<file path="config.mk">
export PLATFORM = sky130hd
export DESIGN_NAME = tx_cpl_to_buffer
export DESIGN_NICKNAME = d
export VERILOG_FILES = /design/src/rtl/tx_cpl_to_buffer_pkg.sv /design/src/rtl/tx_cpl_to_buffer_tag_table.sv /design/src/rtl/tx_cpl_to_buffer.sv
export SDC_FILE = /design/constraint.sdc
export NUM_CORES = 1
export LEC_CHECK = 0
export CAP_MARGIN = 20
export CORE_MARGIN = 2
export CORE_UTILIZATION = 51
export DETAILED_ROUTE_END_ITERATION = 10
export GPL_ROUTABILITY_DRIVEN = 0
export HOLD_SLACK_MARGIN = 0.08
export PLACE_DENSITY = 0.81
export SLEW_MARGIN = 10
export SYNTH_ARGS = -nofsm -noshare
export SYNTH_HDL_FRONTEND = slang
export SYNTH_HIERARCHICAL = 1
export SYNTH_SLANG_ARGS = --single-unit
</file>
<file path="constraint.sdc">
create_clock -name trn_clk -period 2.71 [get_ports trn_clk]
set_input_delay 0.4065 -clock trn_clk [delete_from_list [all_inputs] [get_ports trn_clk]]
set_output_delay 0.4065 -clock trn_clk [all_outputs]
set_load 0.05 [all_outputs]
</file>
<file path="src/rtl/tx_cpl_to_buffer_pkg.sv">
// ---------------------------------------------------------------------------
// tx_cpl_to_buffer_pkg
// Shared definitions for the completion-to-TX-buffer path: the CplD
// fmt_type constant, TLP header field bit positions (as seen on the 64-bit
// TRN receive bus), receive-remainder codes, the FSM state type and the
// QWord byte-reversal helper.
// ---------------------------------------------------------------------------
package tx_cpl_to_buffer_pkg;

  // Default buffer address MSB; the buffer address is BF+1 bits wide.
  localparam int BF_DEFAULT = 9;

  localparam int TAG_W     = 4;
  localparam int TAG_COUNT = 16;

  // Completion with data (3DW header, with payload).
  localparam logic [6:0] CPLD_FMT_TYPE = 7'b10_01010;
  // Type field shared by Cpl and CplD, regardless of format.
  localparam logic [4:0] CPL_TYPE      = 5'b01010;

  // Beat 0 fields (DW0 in [63:32], DW1 in [31:0]).
  localparam int FMT_HI    = 62;
  localparam int FMT_LO    = 56;
  localparam int LEN_HI    = 41;
  localparam int LEN_LO    = 32;
  localparam int STATUS_HI = 15;
  localparam int STATUS_LO = 13;
  localparam int BC_HI     = 11;
  localparam int BC_LO     = 0;

  // Beat 1 fields (DW2 in [63:32]).
  localparam int REQID_HI  = 63;
  localparam int REQID_LO  = 48;
  localparam int TAG_HI    = 43;
  localparam int TAG_LO    = 40;

  // trn_rrem_n code for a beat carrying both DWs.
  localparam logic [7:0] REM_BOTH = 8'h00;

  typedef enum logic [1:0] {
    ST_IDLE,
    ST_HDR1,
    ST_DATA,
    ST_DRAIN
  } cpl_state_t;

  // Host data arrives big-endian per DW pair; the buffer wants the
  // QWord with its eight bytes in reverse order.
  function automatic logic [63:0] byte_reverse(input logic [63:0] q);
    return {q[7:0],   q[15:8],  q[23:16], q[31:24],
            q[39:32], q[47:40], q[55:48], q[63:56]};
  endfunction

endpackage

</file>
<file path="src/rtl/tx_cpl_to_buffer_tag_table.sv">
// ---------------------------------------------------------------------------
// cpl_tag_table
// Per-tag destination pointer table: 16 entries holding the next buffer
// QWord address for each outstanding read tag.
//
// Ports:
//   clk, rst_n           clock, asynchronous active-low reset (clears table)
//   alloc_valid/tag/addr  load an entry with a fresh start address
//   inc_valid/tag         advance an entry by one QWord (wraps at 2^AW)
//   rd_tag / rd_addr      asynchronous read port
// ---------------------------------------------------------------------------
module cpl_tag_table
  import tx_cpl_to_buffer_pkg::*;
#(
  parameter int AW = BF_DEFAULT + 1
) (
  input  logic             clk,
  input  logic             rst_n,
  input  logic             alloc_valid,
  input  logic [TAG_W-1:0] alloc_tag,
  input  logic [AW-1:0]    alloc_addr,
  input  logic             inc_valid,
  input  logic [TAG_W-1:0] inc_tag,
  input  logic [TAG_W-1:0] rd_tag,
  output logic [AW-1:0]    rd_addr
);

  logic [AW-1:0] next_addr [TAG_COUNT];

  // A new allocation overrides a same-cycle increment of the same tag,
  // so a re-used tag always starts at its freshly assigned address.
  always_ff @(posedge clk or negedge rst_n) begin
    if (!rst_n) begin
      for (int i = 0; i < TAG_COUNT; i++) begin
        next_addr[i] <= '0;
      end
    end else begin
      for (int i = 0; i < TAG_COUNT; i++) begin
        if (alloc_valid && (alloc_tag == TAG_W'(i))) begin
          next_addr[i] <= alloc_addr;
        end else if (inc_valid && (inc_tag == TAG_W'(i))) begin
          next_addr[i] <= next_addr[i] + AW'(1);
        end
      end
    end
  end

  assign rd_addr = next_addr[rd_tag];

endmodule

</file>
<file path="src/rtl/tx_cpl_to_buffer.sv">
// ---------------------------------------------------------------------------
// tx_cpl_to_buffer
// Takes PCIe completion-with-data TLPs from the TRN receive local-link and
// writes their payload, one byte-reversed QWord per cycle, into the local
// TX packet buffer at the address tracked for the completion's tag.
// Error-status completions pulse cpl_err/tag_done; everything else that is
// not ours is drained.
//
// Ports:
//   trn_clk, reset_n         clock, asynchronous active-low reset
//   trn_rd/rrem_n/rsof_n/
//   reof_n/rsrc_rdy_n        receive local-link (data, remainder, framing)
//   trn_rdst_rdy_n           registered receive ready (follows buf_full)
//   cfg_completer_id         our own requester ID
//   alloc_valid/tag/addr     register a tag's starting buffer address
//   buf_full                 buffer back-pressure
//   wr_en/wr_addr/wr_data    buffer write port
//   tag_done/tag_done_tag    request for that tag is finished
//   cpl_err                  completion returned with non-zero status
// ---------------------------------------------------------------------------
module tx_cpl_to_buffer
  import tx_cpl_to_buffer_pkg::*;
#(
  parameter int BF = BF_DEFAULT
) (
  input  logic             trn_clk,
  input  logic             reset_n,
  input  logic [63:0]      trn_rd,
  input  logic [7:0]       trn_rrem_n,
  input  logic             trn_rsof_n,
  input  logic             trn_reof_n,
  input  logic             trn_rsrc_rdy_n,
  output logic             trn_rdst_rdy_n,
  input  logic [15:0]      cfg_completer_id,
  input  logic             alloc_valid,
  input  logic [TAG_W-1:0] alloc_tag,
  input  logic [BF:0]      alloc_addr,
  input  logic             buf_full,
  output logic             wr_en,
  output logic [BF:0]      wr_addr,
  output logic [63:0]      wr_data,
  output logic             tag_done,
  output logic [TAG_W-1:0] tag_done_tag,
  output logic             cpl_err
);

  cpl_state_t state, next_state;

  logic             beat;
  logic             sof;
  logic             eof;

  logic [6:0]       hdr_fmt_type;
  logic [9:0]       hdr_length;
  logic [2:0]       hdr_status;
  logic [11:0]      hdr_byte_count;
  logic [TAG_W-1:0] cur_tag;
  logic [31:0]      held_dw;
  logic             flush_pending;
  logic             flush_last;

  logic [15:0]      rx_req_id;
  logic [TAG_W-1:0] rx_tag;
  logic             id_match;
  logic             accept;
  logic             err_hit;
  logic             is_last;
  logic             odd_tail;

  logic             do_write;
  logic             write_last;
  logic             err_pulse;
  logic             set_flush;
  logic [63:0]      write_qw;
  logic [BF:0]      tbl_addr;

  assign beat = !trn_rsrc_rdy_n && !trn_rdst_rdy_n;
  assign sof  = !trn_rsof_n;
  assign eof  = !trn_reof_n;

  assign rx_req_id = trn_rd[REQID_HI:REQID_LO];
  assign rx_tag    = trn_rd[TAG_HI:TAG_LO];
  assign id_match  = (rx_req_id == cfg_completer_id);

  assign accept  = (hdr_fmt_type == CPLD_FMT_TYPE) && id_match && (hdr_status == 3'b000);
  // Error reporting applies to any completion (Cpl or CplD) for our ID.
  assign err_hit = (hdr_fmt_type[4:0] == CPL_TYPE) && id_match && (hdr_status != 3'b000);

  // 12-bit compare: a length of 0 (1024 DWs) times four wraps to 0, which
  // is exactly the byte_count a final 4 KB completion carries.
  assign is_last = (hdr_byte_count == {hdr_length, 2'b00});

  // A full last beat of an odd-length payload leaves one DW held back that
  // still needs its own (zero-padded) write on the following cycle.
  assign odd_tail = (trn_rrem_n == REM_BOTH) && hdr_length[0];

  cpl_tag_table #(
    .AW          (BF + 1)
  ) u_tag_table (
    .clk         (trn_clk),
    .rst_n       (reset_n),
    .alloc_valid (alloc_valid),
    .alloc_tag   (alloc_tag),
    .alloc_addr  (alloc_addr),
    .inc_valid   (do_write),
    .inc_tag     (cur_tag),
    .rd_tag      (cur_tag),
    .rd_addr     (tbl_addr)
  );

  always_ff @(posedge trn_clk or negedge reset_n) begin
    if (!reset_n) begin
      state <= ST_IDLE;
    end else begin
      state <= next_state;
    end
  end

  always_comb begin
    next_state = state;
    case (state)
      ST_IDLE: begin
        if (beat && sof) next_state = ST_HDR1;
      end
      ST_HDR1: begin
        if (beat) begin
          if (eof)         next_state = ST_IDLE;
          else if (accept) next_state = ST_DATA;
          else             next_state = ST_DRAIN;
        end
      end
      ST_DATA: begin
        if (beat && eof) next_state = ST_IDLE;
      end
      ST_DRAIN: begin
        if (beat && eof) next_state = ST_IDLE;
      end
      default: next_state = ST_IDLE;
    endcase
  end

  // The odd-tail flush always lands in IDLE (the cycle after DATA's eof),
  // which never produces a write of its own, so the two cannot collide.
  always_comb begin
    do_write   = 1'b0;
    write_last = 1'b0;
    err_pulse  = 1'b0;
    set_flush  = 1'b0;
    write_qw   = '0;
    case (state)
      ST_HDR1: begin
        if (beat) begin
          if (accept && eof && hdr_length[0]) set_flush = 1'b1;
          if (err_hit)                        err_pulse = 1'b1;
        end
      end
      ST_DATA: begin
        if (beat) begin
          do_write = 1'b1;
          write_qw = {held_dw, trn_rd[63:32]};
          if (eof) begin
            if (odd_tail) set_flush  = 1'b1;
            else          write_last = is_last;
          end
        end
      end
      default: ;
    endcase
    if (flush_pending) begin
      do_write   = 1'b1;
      write_qw   = {held_dw, 32'h0000_0000};
      write_last = flush_last;
    end
  end

  // Header capture and the payload DW carried between beats.
  always_ff @(posedge trn_clk or negedge reset_n) begin
    if (!reset_n) begin
      hdr_fmt_type   <= '0;
      hdr_length     <= '0;
      hdr_status     <= '0;
      hdr_byte_count <= '0;
      cur_tag        <= '0;
      held_dw        <= '0;
      flush_pending  <= 1'b0;
      flush_last     <= 1'b0;
    end else begin
      if ((state == ST_IDLE) && beat && sof) begin
        hdr_fmt_type   <= trn_rd[FMT_HI:FMT_LO];
        hdr_length     <= trn_rd[LEN_HI:LEN_LO];
        hdr_status     <= trn_rd[STATUS_HI:STATUS_LO];
        hdr_byte_count <= trn_rd[BC_HI:BC_LO];
      end
      if ((state == ST_HDR1) && beat) begin
        cur_tag <= rx_tag;
        held_dw <= trn_rd[31:0];
      end
      if ((state == ST_DATA) && beat) begin
        held_dw <= trn_rd[31:0];
      end
      flush_pending <= set_flush;
      if (set_flush) flush_last <= is_last;
    end
  end

  // Registered outputs; address and data hold between writes.
  always_ff @(posedge trn_clk or negedge reset_n) begin
    if (!reset_n) begin
      trn_rdst_rdy_n <= 1'b1;
      wr_en          <= 1'b0;
      wr_addr        <= '0;
      wr_data        <= '0;
      tag_done       <= 1'b0;
      tag_done_tag   <= '0;
      cpl_err        <= 1'b0;
    end else begin
      trn_rdst_rdy_n <= buf_full;
      wr_en          <= do_write;
      if (do_write) begin
        wr_addr <= tbl_addr;
        wr_data <= byte_reverse(write_qw);
      end
      tag_done <= (do_write && write_last) || err_pulse;
      if (do_write && write_last) begin
        tag_done_tag <= cur_tag;
      end else if (err_pulse) begin
        tag_done_tag <= rx_tag;
      end
      cpl_err <= err_pulse;
    end
  end

endmodule

</file>
# [Word-level counts from Yosys, hierarchy flattened]
# Cells that the tools add are included.
[word_totals] reg_bits=314 inputBits=109 out_inout_bits=82
[op_classes] n_addsub=16 eq_ne=40 order_cmp=1 n_mux=65 bitwise=1 reduce_logical=78
[ops] op="$mux W10" count=34
[ops] op="$mux W64" count=3
[ops] op="$add A10 B1 Y10 const B" count=16
[ops] op="$eq A4 B4 Y1 const B" count=16
[ops] op="$mux W32" count=2
[ops] op="$logic_and A1 B1 Y1" count=47
[ops] op="$bmux W10 S4" count=1
[ops] op="$reduce_bool A2 Y1" count=18
[ops] op="$eq A4 B3 Y1 const B" count=8
[ops] op="$mux W1" count=17
[ops] op="$eq A16 B16 Y1" count=1
[ops] op="$eq A4 B2 Y1 const B" count=4
[ops] op="$eq A12 B12 Y1" count=1
[ops] op="$eq A4 B1 Y1 const B" count=2
[ops] op="$logic_not A4 Y1" count=2
[ops] op="$logic_not A8 Y1" count=1
[ops] op="$mux W2" count=4
[ops] op="$mux W4" count=2
[ops] op="$eq A7 B7 Y1 const B" count=1
[ops] op="$pmux W2 S3" count=1
[ops] op="$eq A5 B4 Y1 const B" count=1
[ops] op="$ge A5 B5 Y1 const B" count=1
[ops] op="$not A4 Y5" count=1
[ops] op="$eq A2 B2 Y1 const B" count=2
[ops] op="other kinds (11)" count=15

# [Longest topological paths before layout]
# Gate-level depths: netlist of run 1.
[depth] ltp_word=9 ltp_mapped=12 ltp_nobuf=9

# [Modules after synthesis]
# Netlist of run 1, hierarchy kept.
[by_module_without_submodules] mod="cpl_tag_table" seq_area_each_um2=4003.8 area_each_um2=9939.5 cells_per_inst=1078 instances=1
[by_module_without_submodules] mod="tx_cpl_to_buffer" seq_area_each_um2=3854.9 area_each_um2=6158.4 cells_per_inst=406 instances=1

# [Worst setup path before layout of run 1]
# No wires, ideal clock.
[synth_path] path_kind="reg-to-reg" from="reg trn_rdst_rdy_n" to="reg u_tag_table/next_addr[39] in the netlist's numbering" required_time_ns=2.585 slack_ns=-0.185 setup_ns=0.125 stages_incl_launch_ff=12 arrival_ns=2.770 path_cell_list="dfstp_2 > nor2_1 > a21oi_1 > clkbuf_1 > clkbuf_1 > inv_1 > and3_1 > buf_2 > nand3_1 > nor4_1 > xor2_1 > mux2_2"
[synth_via] elab_chain_len=7
[synth_rtl] element="start, declared" line="tx_cpl_to_buffer.sv:33" text="output logic trn_rdst_rdy_n,"
[synth_rtl] element="start signal, assigned" line="tx_cpl_to_buffer.sv:217" text="trn_rdst_rdy_n <= buf_full;"
[synth_rtl] element="$logic_not A1 Y1" line="tx_cpl_to_buffer.sv:77" text="assign beat = !trn_rsrc_rdy_n && !trn_rdst_rdy_n;"
[synth_rtl] element="$logic_and A1 B1 Y1" line="tx_cpl_to_buffer.sv:77"
[synth_rtl] element="$mux W1" line="tx_cpl_to_buffer.sv:158" text="if (beat) begin"
[synth_rtl] element="$mux W1" line="tx_cpl_to_buffer.sv:150" text="case (state)"
[synth_rtl] element="$mux W1" line="tx_cpl_to_buffer.sv:169" text="if (flush_pending) begin"
[synth_rtl] element="via do_write" line="tx_cpl_to_buffer.sv:70" text="logic do_write;"
[synth_rtl] element="$logic_and A1 B1 Y1" line="tx_cpl_to_buffer_tag_table.sv:41" text="end else if (inc_valid && (inc_tag == TAG_W'(i))) begin"
[synth_rtl] element="$reduce_bool A2 Y1 (no line)"
[synth_rtl] element="end signal, assigned by index" line="tx_cpl_to_buffer_tag_table.sv:40" text="next_addr[i] <= alloc_addr;"
[synth_rtl] element="end signal, assigned by index" line="tx_cpl_to_buffer_tag_table.sv:42" text="next_addr[i] <= next_addr[i] + AW'(1);"
[synth_rtl] element="end, declared" line="tx_cpl_to_buffer_tag_table.sv:28" text="logic [AW-1:0] next_addr [TAG_COUNT];"
# The timed path passes the listed nets, and every way through them passes these cells.
# A chain may end at the register's enable or synchronous reset.

# [Worst setup path after layout of run 1]
[layout_path] from="reg state[0]" to="reg u_tag_table/next_addr[115] in the netlist's numbering"
[layout_via] elab_chain_len=5
[layout_rtl] element="start, declared" line="tx_cpl_to_buffer.sv:47" text="cpl_state_t state, next_state;"
[layout_rtl] element="start signal, assigned" line="tx_cpl_to_buffer.sv:115" text="state <= next_state;"
[layout_rtl] element="$eq A2 B2 Y1" line="tx_cpl_to_buffer.sv:150"
[layout_rtl] element="$mux W1" line="tx_cpl_to_buffer.sv:150"
[layout_rtl] element="$mux W1" line="tx_cpl_to_buffer.sv:169"
[layout_rtl] element="via do_write" line="tx_cpl_to_buffer.sv:70"
[layout_rtl] element="$logic_and A1 B1 Y1" line="tx_cpl_to_buffer_tag_table.sv:41"
[layout_rtl] element="$reduce_bool A2 Y1 (no line)"
# The timed path passes the listed nets, and every way through them passes these cells.

==> results of run 1 <==
[final cells by class]
class | instances | area (um^2)
inverters | 17 | 63.8
clock buffers | 50 | 983
clock inverters | 11 | 100
flip-flops and latches | 314 | 7860
multi-input cells | 1069 | 7860
well taps | 402 | 503
repair buffers | 278 | 2660
fillers | 2323 | 11300
[placed cells by master (no fill, tap or decap), types with 7 or more instances in the layout]
| cell type | instances |
|---|---|
| a21oi_1 | 142 |
| a22o_1 | 32 |
| a22oi_1 | 20 |
| and2_1 | 13 |
| and3_1 | 26 |
| and4_1 | 8 |
| buf_12 | 7 |
| buf_4 | 80 |
| clkbuf_1 | 11 |
| clkbuf_16 | 36 |
| clkdlybuf4s50_1 | 189 |
| dfrtp_1 | 311 |
| ha_1 | 20 |
| inv_1 | 17 |
| mux2_1 | 12 |
| mux2_2 | 109 |
| mux2i_1 | 17 |
| mux4_2 | 40 |
| nand2_1 | 100 |
| nand3_1 | 34 |
| nand4_1 | 49 |
| nor2_1 | 186 |
| nor2b_1 | 7 |
| nor3_1 | 17 |
| o21ai_0 | 16 |
| xnor2_1 | 69 |
| xor2_1 | 96 |
[per-stage QoR]
stage / power, mW / util / std cells / worst slack, ns / hold slack (ns)
floorplan: 13.4 / - / 1484 / 0.0455 / 0.111
global placement: 16.2 / 0.605 / 2079 / -0.191 / 0.391
detailed placement: 16.5 / 0.605 / 2079 / -0.187 / 0.398
CTS: 21.2 / 0.640 / 2141 / 0.207 / 0.272
global route: 22.1 / 0.640 / 2141 / 0.0580 / 0.282
finish: 21.2 / 0.640 / 2141 / 0.167 / 0.287
[worst max-delay path, stage by stage, from the launching register on]
cell and delay, ns:
dfrtp_1 0.41, inv_1 0.12, ha_1 0.23, a21oi_4 0.08, inv_1 0.26, buf_4 0.18
nand3b_1 0.22, nor4_2 0.45, and3_1 0.25, xnor2_1 0.14, a21oi_1 0.09
[what timing repair did]
item / in CTS / in global routing
hold buffers: 1 / 0
endpoints found under the hold margin: 61 / 0
gates resized for setup: 0 / 0
[worst max-delay path by stage]
stage	to	slack [ns]	cells past startpoint
after global placement	tag_done_tag[2]	-0.19	7
after CTS	u_tag_table/next_addr[149]	0.21	10
after floorplan	u_tag_table/next_addr[39]	0.05	11
final	u_tag_table/next_addr[115]	0.17	10
after global routing	u_tag_table/next_addr[115]	0.06	10
after detailed placement	tag_done_tag[0]	-0.19	7
[per-layer routing]
layer	track usage	wire, um	vias up
met1	0.352	17700	6266
met5	0	0	-
met3	0.0540	3970	131
li1	-	-	5716
met2	0.462	21800	657
met4	0.116	2020	0
[sequential cells by signal, summed over array words and instances (netlist names)]
name / flops
trn_rdst_rdy_n: 1
u_tag_table/next_addr: 160
tag_done_tag: 4
cur_tag: 4
held_dw: 32
hdr_fmt_type: 7
cpl_err: 1
wr_data: 64
hdr_status: 3
flush_pending: 1
state: 2
hdr_byte_count: 12
wr_addr: 10
hdr_length: 10
wr_en: 1
tag_done: 1
flush_last: 1
[cell families (layout without fill, tap and decap cells)]
logic type | after synthesis | after routing | synth area share
buf+inv | 101 | 356 | 0.0251
mux | 178 | 178 | 0.151
xor+xnor | 165 | 165 | 0.0898
compound gates | 224 | 224 | 0.0824
simple gates | 482 | 482 | 0.148
flops | 314 | 314 | 0.488
fa+ha+maj | 20 | 20 | 0.0155
[power breakdown]
group          internal (mW)  total (mW)  switching (mW)
clock network           2.63        4.56            1.93
registers               6.39        8.12            1.74
logic                   3.85        8.55            4.70
==> metrics, run 1 <==
syn nets 1613; Final period util 0.938; CP max FO 6; final net count 1844; # diodes 0; Netlist cell types 59; Vias 12.8k; hold path cells 1; Starting Density 0.514; Max rail drop VDD 525 uV; Post-Synthesis Cell Area 16100 um^2; maxcap violations 0; flop2flop setup slack 0.17 ns; die area between 30000 and 40000 um^2; CP required 3.09 ns; vias in the first global route 12.9k; final-report hold violation count 0; largest net degree at the start of global routing 83; Clk Latency, worst-skew pair 0.53 ns; cells taking the most area after synthesis dfrtp_1 49%, mux2_2 7.6%, mux4_2 5.6%, xor2_1 5.2%, a21oi_1 4.4%; crit start category flop; area grow syn2layout 24.4%; CP endpoint kind flop; Vias/cell 5.96; drt initial violations 1164; data arrival time of the worst path 2.93 ns; Mapped Cells 1484; H-tree Lvls 2; synth cell count leaders 313 x dfrtp_1, 187 x nor2_1, 143 x a21oi_1; Post-synth EDFFs 0; Die H 182 um; Root Buffer clkbuf_16; initial antenna violation count 0; PortBufs 190; DP Area 18900 um^2; largest area contributor in the netlist dfrtp_1; Worst Skew 0.0174 ns; P per Cell Area between 1000 and 1500 nW/um^2; hold endpoint trn_rdst_rdy_n; Yosys reg bits 314; Reg2Reg Launch Point state[0]; hold crit path type primary input to flop; synthesis warning total 6; Primary FF master, synth dfrtp_1; Mapped Avg Cell Area 10.8 um^2; Routed WL per cell about 21 um; global-route wire length before repair around 71000 um; die extent in x 182 um; Slew Viols, Final 0; Tmin final 2.54 ns; hpwl dp 31300 um; Slew @ Worst Pin 0.936 ns; clock buffer depth 3; antenna-violating nets left 0; f_max 393 MHz; top-count cell post-synth dfrtp_1; Static Leakage 8.26 nW; CP startpoint state[0]; RSZ-0062 raised after global routing no; DR pass1 iterations 5; Ports between 150 and 200; Clock Pin Slew Worst Setup and Hold Paths about 0.060 ns; hold wc startpoint buf_full; GRT Total Usage 0.276; CTS Sinks about 310; share of post-route cells with drive strength above 1 0.178; register area share after synthesis 0.488; Worst Reg-to-Reg Cells 10; Setup TNS 0 ns; setup bufs post-CTS 0; cts bufs inserted 35; Overflow after GRT 0; core box area 31300 um^2; Cell Rows 65; routed wire length 45500 um; Final setup viols 0; status completed; FFs w/ async S/R, synth 1.00; Max-slew headroom 0.376; Residual DRC 0; fin area between 20000 and 25000 um^2; Crit Path Category flop to flop; Yosys top cell area share 0.487; CTS tree yes; terminus of the critical flop-to-flop path u_tag_table/next_addr[115]
Note: power is estimated with default switching activity, not from simulation.
==> run 2, diff against run 1 <==
--- a/config.mk
+++ b/config.mk
@@ -12,7 +12,7 @@
 export GPL_ROUTABILITY_DRIVEN = 0
 export HOLD_SLACK_MARGIN = 0.08
 export PLACE_DENSITY = 0.81
-export SLEW_MARGIN = 10
+export SLEW_MARGIN = 20
 export SYNTH_ARGS = -nofsm -noshare
 export SYNTH_HDL_FRONTEND = slang
 export SYNTH_HIERARCHICAL = 1
==> results of run 2 <==
Final layout, timing and power as in run 1 (identical DEF).
==> run 3, diff against run 2 <==
--- a/config.mk
+++ b/config.mk
@@ -7,11 +7,12 @@
 export LEC_CHECK = 0
 export CAP_MARGIN = 20
 export CORE_MARGIN = 2
-export CORE_UTILIZATION = 51
+export CORE_UTILIZATION = 57
 export DETAILED_ROUTE_END_ITERATION = 10
 export GPL_ROUTABILITY_DRIVEN = 0
 export HOLD_SLACK_MARGIN = 0.08
-export PLACE_DENSITY = 0.81
+export PLACE_DENSITY = 0.85
+export SKIP_CTS_REPAIR_TIMING = 1
 export SLEW_MARGIN = 20
 export SYNTH_ARGS = -nofsm -noshare
 export SYNTH_HDL_FRONTEND = slang
==> constraint.sdc (replaced) <==
create_clock -name trn_clk -period 2.88 [get_ports trn_clk]
set_input_delay 0.432 -clock trn_clk [delete_from_list [all_inputs] [get_ports trn_clk]]
set_output_delay 0.432 -clock trn_clk [all_outputs]
set_load 0.05 [all_outputs]
==> run 3 against run 2 <==
  * Sequential power shrank 5.4%
  * Clock skew grew 0.0053 ns
  * Die area shrank 10%
  * Utilization grew 7.1 points
  * Fmax shrank 8.0%
  * Critical path depth is the same
  * Hold slack gained 0.054 ns
  * Power shrank 5.8%
==> metrics, run 3 (synthesis gave the netlist of run 1 again) <==
status completed (unchanged); Pint 12.1 mW (was 12.9 mW); Switching Share 0.397 (was 0.394); DP Area 18700 um^2 (was 18900 um^2); f_max 362 MHz (was 393 MHz); die area 29600 um^2 (was 33000 um^2); Worst Skew 0.0227 ns (was 0.0174 ns); Static Leakage 8.13 nW (was 8.26 nW); cts bufs inserted 34 (was 35); DR pass1 iterations 5 (unchanged); routed wire length 47600 um (was 45500 um); die extent in x 172 um (was 182 um); share of post-route cells with drive strength above 1 0.165 (was 0.178); Crit Path Category flop to flop (unchanged); Met1 Wirelength 17700 um (about the same); final-report hold violation count 0 (unchanged); max layer used met4 (unchanged); clock buffer depth 3 (unchanged); Final period util 0.960 (was 0.938); Die H 172 um (was 182 um); largest net degree at the start of global routing 75 (was 83); delay-heaviest family, CP simple AND/OR/NAND/NOR gates (unchanged); hold crit path type primary input to flop (unchanged); Max-slew headroom 0.341 (was 0.376); Clock Pin Slew Worst Setup and Hold Paths 0.06 ns (about the same); CP endpoint kind flop (unchanged); P per Cell Area 1010 nW/um^2 (was 1060 nW/um^2); WP buf/inv 3 (unchanged); Worst Reg-to-Reg Cells 10 (unchanged); slowest stage delay, CP 0.44 ns (was 0.45 ns); biggest regs u_tag_table/next_addr: 160 flops, wr_data: 64 flops, held_dw: 32 flops (unchanged); met2 WL 22700 um (was 21800 um); Ports 191 (unchanged); Max rail drop VDD 593 uV (was 525 uV); initial antenna violation count 0 (unchanged); Vias 13.1k (was 12.8k); fin area 19800 um^2 (was 20000 um^2); Worst path depth 10 (unchanged); core box area 27800 um^2 (was 31300 um^2); fillcell total 1880 (was 2323); RSZ-0062 raised after global routing no (unchanged); Most flops, register u_tag_table/next_addr (unchanged); Crit-path slowest cell nor3_2 (was nor4_2); Tmin final 2.76 ns (was 2.54 ns); leading cell types in the layout, fill and taps excluded 311 x dfrtp_1, 189 x clkdlybuf4s50_1, 186 x nor2_1 (unchanged); hold path cells 1 (unchanged); cell mode on critical path inv_1 (unchanged); global-route wire length before repair 72900 um (was 71500 um); maxcap violations 0 (unchanged); Final Power 20.0 mW (was 21.2 mW); final net count 1815 (was 1844); data arrival time of the worst path 3.13 ns (was 2.93 ns); Worst Hold Margin 0.342 ns (was 0.287 ns); Slew @ Worst Pin 0.988 ns (was 0.936 ns); GRT Total Usage 0.322 (was 0.276); antenna-violating nets left 0 (unchanged); WL met3 5000 um (was 3970 um); Slew Viols, Final 0 (unchanged); cells along the critical path inv_1, ha_1, a21oi_4, inv_1, buf_4, nand4bb_1, nor3_2, nand4_1, xor2_1, a21oi_1 (was inv_1, ha_1, a21oi_4, inv_1, buf_4, nand3b_1, nor4_2, and3_1, xnor2_1, a21oi_1); crit start category flop (unchanged); hpwl dp 32100 um (was 31300 um); drt initial violations 1330 (was 1164); Starting Density 0.579 (was 0.514); Final setup viols 0 (unchanged); area grow syn2layout 22.7% (was 24.4%); CP max FO 7 (was 6); Clk Latency, worst-skew pair 0.52 ns (was 0.53 ns); Cell Rows 61 (was 65); commonest non-fill, non-tap cell in the layout dfrtp_1 (unchanged); Vias/cell 6.25 (was 5.96); sw power 7.94 mW (was 8.36 mW); Residual DRC 0 (unchanged); H-tree Lvls 2 (unchanged); Routed WL per cell 22.8 um (was 21.3 um); CTS tree yes (unchanged); clock network power share 0.214 (was 0.215); vias in the first global route 13.0k (was 12.9k); Root Buffer clkbuf_16 (unchanged); max reg flops 160 (unchanged); CTS Sinks 314 (unchanged); Comb power frac 0.403 (about the same); CP required 3.25 ns (was 3.09 ns); PortBufs 190 (unchanged); Overflow after GRT 0 (unchanged); Flop pwr share 0.384 (was 0.382)
-- run 3: stage by stage --
stage	TNS [ns]	setup WS, ns	cells	utilization
3_5_place_dp	-0.409	-0.113	2027	0.672
6_report	0	0.115	2089	0.711
3_3_place_gp	-0.0717	-0.0228	2027	0.672
2_1_floorplan	0	0.0987	1484	-
5_1_grt	0	0.0149	2088	0.711
4_1_cts	0	0.218	2087	0.711
-- run 3: layout make-up --
cell class | instances | area, um^2 | share of cell area
Clock buffer | 47 | 940 | 0.0476
Tap cell | 378 | 473 | 0.0239
Antenna cell | 1 | 2.50 | 0.000127
Timing Repair Buffer | 250 | 2420 | 0.123
Multi-Input combinational cell | 1069 | 7860 | 0.398
Inverter | 17 | 63.8 | 0.00323
Clock inverter | 13 | 134 | 0.00678
Sequential cell | 314 | 7860 | 0.398
-- run 3: metal layers --
layer  global-route usage  vias to the layer above
met1                0.409                     6454
met3               0.0739                      160
met4                0.144                        0
met5                    0                        -
met2                0.531                      778
li1                     -                     5673
-- run 3: worst paths after layout --
path | from | to | slack [ns]
min in group asynchronous | reset_n | wr_data[58] | 0.46
max in group asynchronous | reset_n | u_tag_table/next_addr[139] | 1.56
worst max register to register | state[0] | u_tag_table/next_addr[77] | 0.12
worst min-delay path | buf_full | trn_rdst_rdy_n | 0.34
worst min register to register | held_dw[25] | wr_data[1] | 0.50
worst max-delay path | state[0] | u_tag_table/next_addr[77] | 0.12
-- run 3: power by group through the flow --
stage | combinational [mW] | clock (mW) | sequential (mW)
finish | 8.05 | 4.27 | 7.68
CTS | 7.98 | 4.32 | 7.62
global placement | 7.63 | 0 | 7.50
floorplan | 3.77 | 0 | 8.83
detailed placement | 7.87 | 0 | 7.62
global route | 8.48 | 4.50 | 7.86
==> RTL change 1: new RTL, settings of run 2 <==
Put one more register stage on the output `cpl_err`, cleared by the reset. The value now appears one clock later. The other outputs are not delayed to match.
--- a/src/rtl/tx_cpl_to_buffer.sv
+++ b/src/rtl/tx_cpl_to_buffer.sv
@@ -45,4 +45,6 @@
 );
 
+  logic cpl_err_s0;
+
   cpl_state_t state, next_state;
 
@@ -213,5 +215,5 @@
       tag_done       <= 1'b0;
       tag_done_tag   <= '0;
-      cpl_err        <= 1'b0;
+      cpl_err_s0     <= 1'b0;
     end else begin
       trn_rdst_rdy_n <= buf_full;
@@ -227,5 +229,13 @@
         tag_done_tag <= rx_tag;
       end
-      cpl_err <= err_pulse;
+      cpl_err_s0 <= err_pulse;
+    end
+  end
+
+  always_ff @(posedge trn_clk or negedge reset_n) begin
+    if (!reset_n) begin
+      cpl_err <= '0;
+    end else begin
+      cpl_err <= cpl_err_s0;
     end
   end
Behaviour: not the same (Yosys sat finds a counterexample within 4 cycles, from zero or initial values and one cycle with reset_n low).
==> RTL change 1 against run 2 <==
  * Setup slack worse by 0.036 ns
  * Power up 1.7%
  * Sequential cell count up 1
  * Cell area up 0.25%
  * Via count about the same
  * Clock power up 7.0%
  * Largest power group unchanged
  * Die area up 0.15%
  * Largest cell class unchanged
  * Synthesized area up 0.16%
  * Sequential power about the same
  * Wire length up 0.92%
==> RTL change 1: results (changes against run 2) <==
Parameter                              Value

Setup path
  Critical Path End    u_tag_table/next_addr[39]
  Arrival time at the worst endpoint    2.99 ns (+0.06 ns)
  R2R setup slack    0.13 ns (-0.04 ns)
  Worst-path maximum fanout    7 (+1)

Logic synthesis
  Cell types with the largest area share after synthesis    dfrtp_1 49%, mux2_2 7.6%, mux4_2 5.6%
  XOR/XNOR Fraction of Synth Area    0.0896 (-0.000139)
  Complex-gate fraction of the synthesized area    0.0823 (-0.000128)
  Most frequent cells after synthesis    314 x dfrtp_1, 187 x nor2_1, 143 x a21oi_1, 109 x mux2_2, 100 x nand2_1
  Mean area per synthesized cell    10.9 um2 (about the same)
  Portion of the post-synthesis area used by sequential elements    0.489 (+0.000794)
  Adder and majority cell fraction of the synthesized area    0.0155 (-0.0000241)
  Fraction of synthesized area in multiplexers    0.151 (-0.000235)
  Number of nets produced by synthesis    1,614 (+0.062%)

STA
  Post-route clock period utilization    0.952 (+0.0134)
  Worst hold margin    0.298 ns (+0.0103 ns)
  Tightest Pin Transition    0.964 ns (+0.0282 ns)
  Worst clock skew on the final layout    0.00804 ns (-0.00932 ns)

Detailed routing
  Initial DRC Count    1,358 (+17%)
  Vias post-DR    12,800 (+0.063%)

Power and ir drop
  Clk. pwr    4.88 mW (+7.0%)
  Peak ir drop on the vdd network    0.682 mV (+30%)
  Reported sequential group power    8.11 mW (about the same)
  Static power due to leakage    8.28 nW (+0.28%)
  Fraction of power spent switching nets    0.392 (-0.00202)
  Proportion of power drawn by flip-flops and latches    0.375 (-0.007)

Placement
  Total half-perimeter wirelength after legalization and detailed placement    31,500 um (+0.72%)
  Placed Instances    2,066 (-0.63%)
  Post-Place Setup Slack    -0.188 ns (-0.00164 ns)

Global route
  Antenna violations before repair    1 (+1)
  Global routing usage on met2    0.463 (+0.000766)
  Total routing resource utilization after global routing    0.277 (+0.00135)
  Grt met1 use    0.362 (+0.0104)
  Met3 track utilization from global routing    0.0459 (-0.00802)

Run status
  Outcome    complete, no violations

Finish
  Final Net Count    1,831 (-0.70%)
==> RTL change 1: changes by cell type after synthesis, sizes merged <==
cell	before	now
dfrtp	313	314
==> RTL change 1: layout make-up <==
type	count	area, um2	area share
antenna	1	2.50	0.000125
clock buffer	54	1090	0.0542
clock inverter	10	109	0.00542
inverter	17	63.8	0.00318
multi-input combinational	1069	7860	0.391
sequential	315	7890	0.393
tap	402	503	0.0251
timing repair buffer	264	2560	0.128
==> RTL change 1: critical path, stage by stage (launching register included) <==
cell and delay, ns:
dfrtp_1 0.40, inv_1 0.12, ha_2 0.29, a21oi_4 0.08
inv_1 0.24, buf_4 0.18, and3_1 0.30, nand3_1 0.16
nor4_1 0.27, xor2_1 0.12, mux2_2 0.28
==> RTL change 1: layer usage <==
layer,part of all wire,wire (um)
met1,0.39,18000
met3,0.087,3990
met2,0.48,22200
met4,0.037,1680
met5,0,0
==> RTL change 2: new RTL, flow settings as in run 2 <==
Made on the original files. Reset style: synchronous (`reset_n` and `rst_n`), changed in 4 clocked blocks. Comments in the files are not updated.
--- a/src/rtl/tx_cpl_to_buffer_tag_table.sv
+++ b/src/rtl/tx_cpl_to_buffer_tag_table.sv
@@ -30,5 +30,5 @@
   // A new allocation overrides a same-cycle increment of the same tag,
   // so a re-used tag always starts at its freshly assigned address.
-  always_ff @(posedge clk or negedge rst_n) begin
+  always_ff @(posedge clk) begin
     if (!rst_n) begin
       for (int i = 0; i < TAG_COUNT; i++) begin
--- a/src/rtl/tx_cpl_to_buffer.sv
+++ b/src/rtl/tx_cpl_to_buffer.sv
@@ -109,5 +109,5 @@
   );
 
-  always_ff @(posedge trn_clk or negedge reset_n) begin
+  always_ff @(posedge trn_clk) begin
     if (!reset_n) begin
       state <= ST_IDLE;
@@ -175,5 +175,5 @@
 
   // Header capture and the payload DW carried between beats.
-  always_ff @(posedge trn_clk or negedge reset_n) begin
+  always_ff @(posedge trn_clk) begin
     if (!reset_n) begin
       hdr_fmt_type   <= '0;
@@ -205,5 +205,5 @@
 
   // Registered outputs; address and data hold between writes.
-  always_ff @(posedge trn_clk or negedge reset_n) begin
+  always_ff @(posedge trn_clk) begin
     if (!reset_n) begin
       trn_rdst_rdy_n <= 1'b1;
Formal check against the unedited RTL: differs if reset_n is asserted again (counterexample within 4 cycles, from zero or initial values and one cycle with reset_n low); with reset_n held inactive, the same outputs for 4 cycles.
==> RTL change 2 against run 2 <==
  * Wire length is 7.5% higher
  * Synthesized area up 0.34%
  * Die area rose by 0.33%
  * Cell area decreased by 0.31%
  * Worst hold slack better by 0.15 ns
  * Core utilization decreased by 0.36 points
  * Setup slack better by 0.21 ns
  * Global-route usage grew 1.4 points
  * Count of clock-buffer cells in the layout shrank 2
  * Sequential cell count did not move
  * Largest cell class unchanged
Power is not compared: it rests on default switching activity, and its combinational part moved more than twofold at a synthesized area within 25%.
==> RTL change 2: results (changes against run 2) <==
Parameter                              Value

Run status
  Outcome    complete, no violations

Detailed routing
  Routed WL per cell    21.1 um (-0.68%)
  Via density per instance    6.22 (+4.3%)
  Overall routed net length    48,900 um (+7.5%)
  Initial DRC Count    1,714 (+47%)

Finish
  Sequential cell count    314 (unchanged)
  Layout fillers    2,371 (+2.1%)
  Portion of the layout cell area used by non-clock buffers    0.126 (-0.00624)
  Sequential cell area in the final layout    7890 um2 (+0.37%)
  Layout clock buffers    48 (-4.0%)
  Multi-input gates    1,237 (+16%)
  Clock distribution area overhead in the final layout    0.0590 (+0.00493)
  Fraction of final layout cells sized beyond drive strength 1    0.0987 (-0.0790)
  Plain + repair buffers    262 (-5.8%)
  Final Net Count    2,018 (+9.4%)
  Signal inverters    40 (+23)

STA
  Worst clock skew on the final layout    0.0231 ns (+0.00572 ns)
  Tightest Pin Transition    0.851 ns (-0.0853 ns)

Setup path
  Worst-path maximum fanout    10 (+4)
  Crit-path slowest cell    nand3_1
  Critical Path Max Stage Delay    0.39 ns (-0.06 ns)
  Arrival time at the worst endpoint    2.49 ns (-0.44 ns)
  Register-to-Register Path Depth    8 (-2)
  R2R setup slack    0.38 ns (+0.21 ns)

Worst hold path
  Instance count along the most critical hold path    3 (+2)

Logic synthesis
  Async set-or-reset flop fraction in the synthesized netlist    0 (-1.00)
  Mean area per synthesized cell    9.57 um2 (-12%)
  Count of flip-flops with a built-in enable after synthesis    160 (+160)
  Area fraction of the dominant cell type after synthesis    0.297 (-0.189)
  Portion of the post-synthesis area used by sequential elements    0.488 (about the same)
  Most frequent cells after synthesis    351 x nand2_1, 160 x edfxtp_1, 154 x dfxtp_1, 148 x a21oi_1, 115 x xnor2_1
  Number of nets produced by synthesis    1,816 (+13%)
  Cell types with the largest area share after synthesis    edfxtp_1 30%, dfxtp_1 19%, nand2_1 8.2%

Global route
  Total routing resource utilization after global routing    0.290 (+0.0143)
  First-pass GRT wire length    75,700 um (+5.9%)
  Vias in the first global route    13,900 (+7.8%)
  Largest net degree at the start of global routing    76 (-8.4%)

Placement
  Placed Instances    2,255 (+8.5%)
  Total half-perimeter wirelength after legalization and detailed placement    34,400 um (+9.8%)

Clocking
  Clock buffer count from CTS    34 (-2.9%)
## RTL change 2: critical path, delay by kind of cell (launching register included)
family,cells,cell delay [ns]
adder cells (fa/ha/maj),1,0.22
AND/OR/NAND/NOR,4,1.08
buffers and inverters,2,0.27
AO/OA/AOI/OAI,1,0.07
flip-flops,1,0.33
## RTL change 2: per-layer routing
| metal | wire length [um] | up-vias | track usage |
|---|---|---|---|
| met5 | 0 | - | 0 |
| met4 | 2280 | 0 | 0.135 |
| met3 | 5980 | 170 | 0.0676 |
| met2 | 22200 | 984 | 0.462 |
| met1 | 18500 | 6808 | 0.377 |
| li1 | - | 6450 | - |
## RTL change 2: power by group through the flow
stage                     logic, mW  clock network (mW)  registers (mW)
after floorplan               0.660                   0            5.47
after global placement         1.09                   0            5.54
after detailed placement       1.12                   0            5.56
after CTS                      1.13                4.94            5.46
after global routing           1.23                5.13            5.49
final                          1.15                4.91            5.47
## RTL change 2: cells by family after synthesis
group / after synthesis / share of synthesized area
AO/OA/AOI/OAI: 365 / 0.138
AND/OR/NAND/NOR: 651 / 0.180
adder cells (fa/ha/maj): 20 / 0.0155
multiplexers: 47 / 0.0602
XOR/XNOR: 154 / 0.0835
flip-flops: 314 / 0.488
buffers and inverters: 136 / 0.0347
## RTL change 2: final timing paths
check	start	to
worst min-delay path	trn_rd[22]	held_dw[22]
worst max-delay path	state[0]	u_tag_table/next_addr[6][3]
worst min register to register	wr_data[24]	wr_data[24]
worst max register to register	state[0]	u_tag_table/next_addr[6][3]
## RTL change 2: through the flow
stage               power [mW]  hold WS (ns)  utilization  setup slack [ns]
floorplan                 6.13         0.431            -            0.0508
global placement          6.63         0.438        0.598            0.0733
detailed placement        6.67         0.443        0.598            0.0158
CTS                       11.5         0.421        0.636             0.421
global route              11.9         0.440        0.636             0.256
finish                    11.5         0.436        0.636             0.377
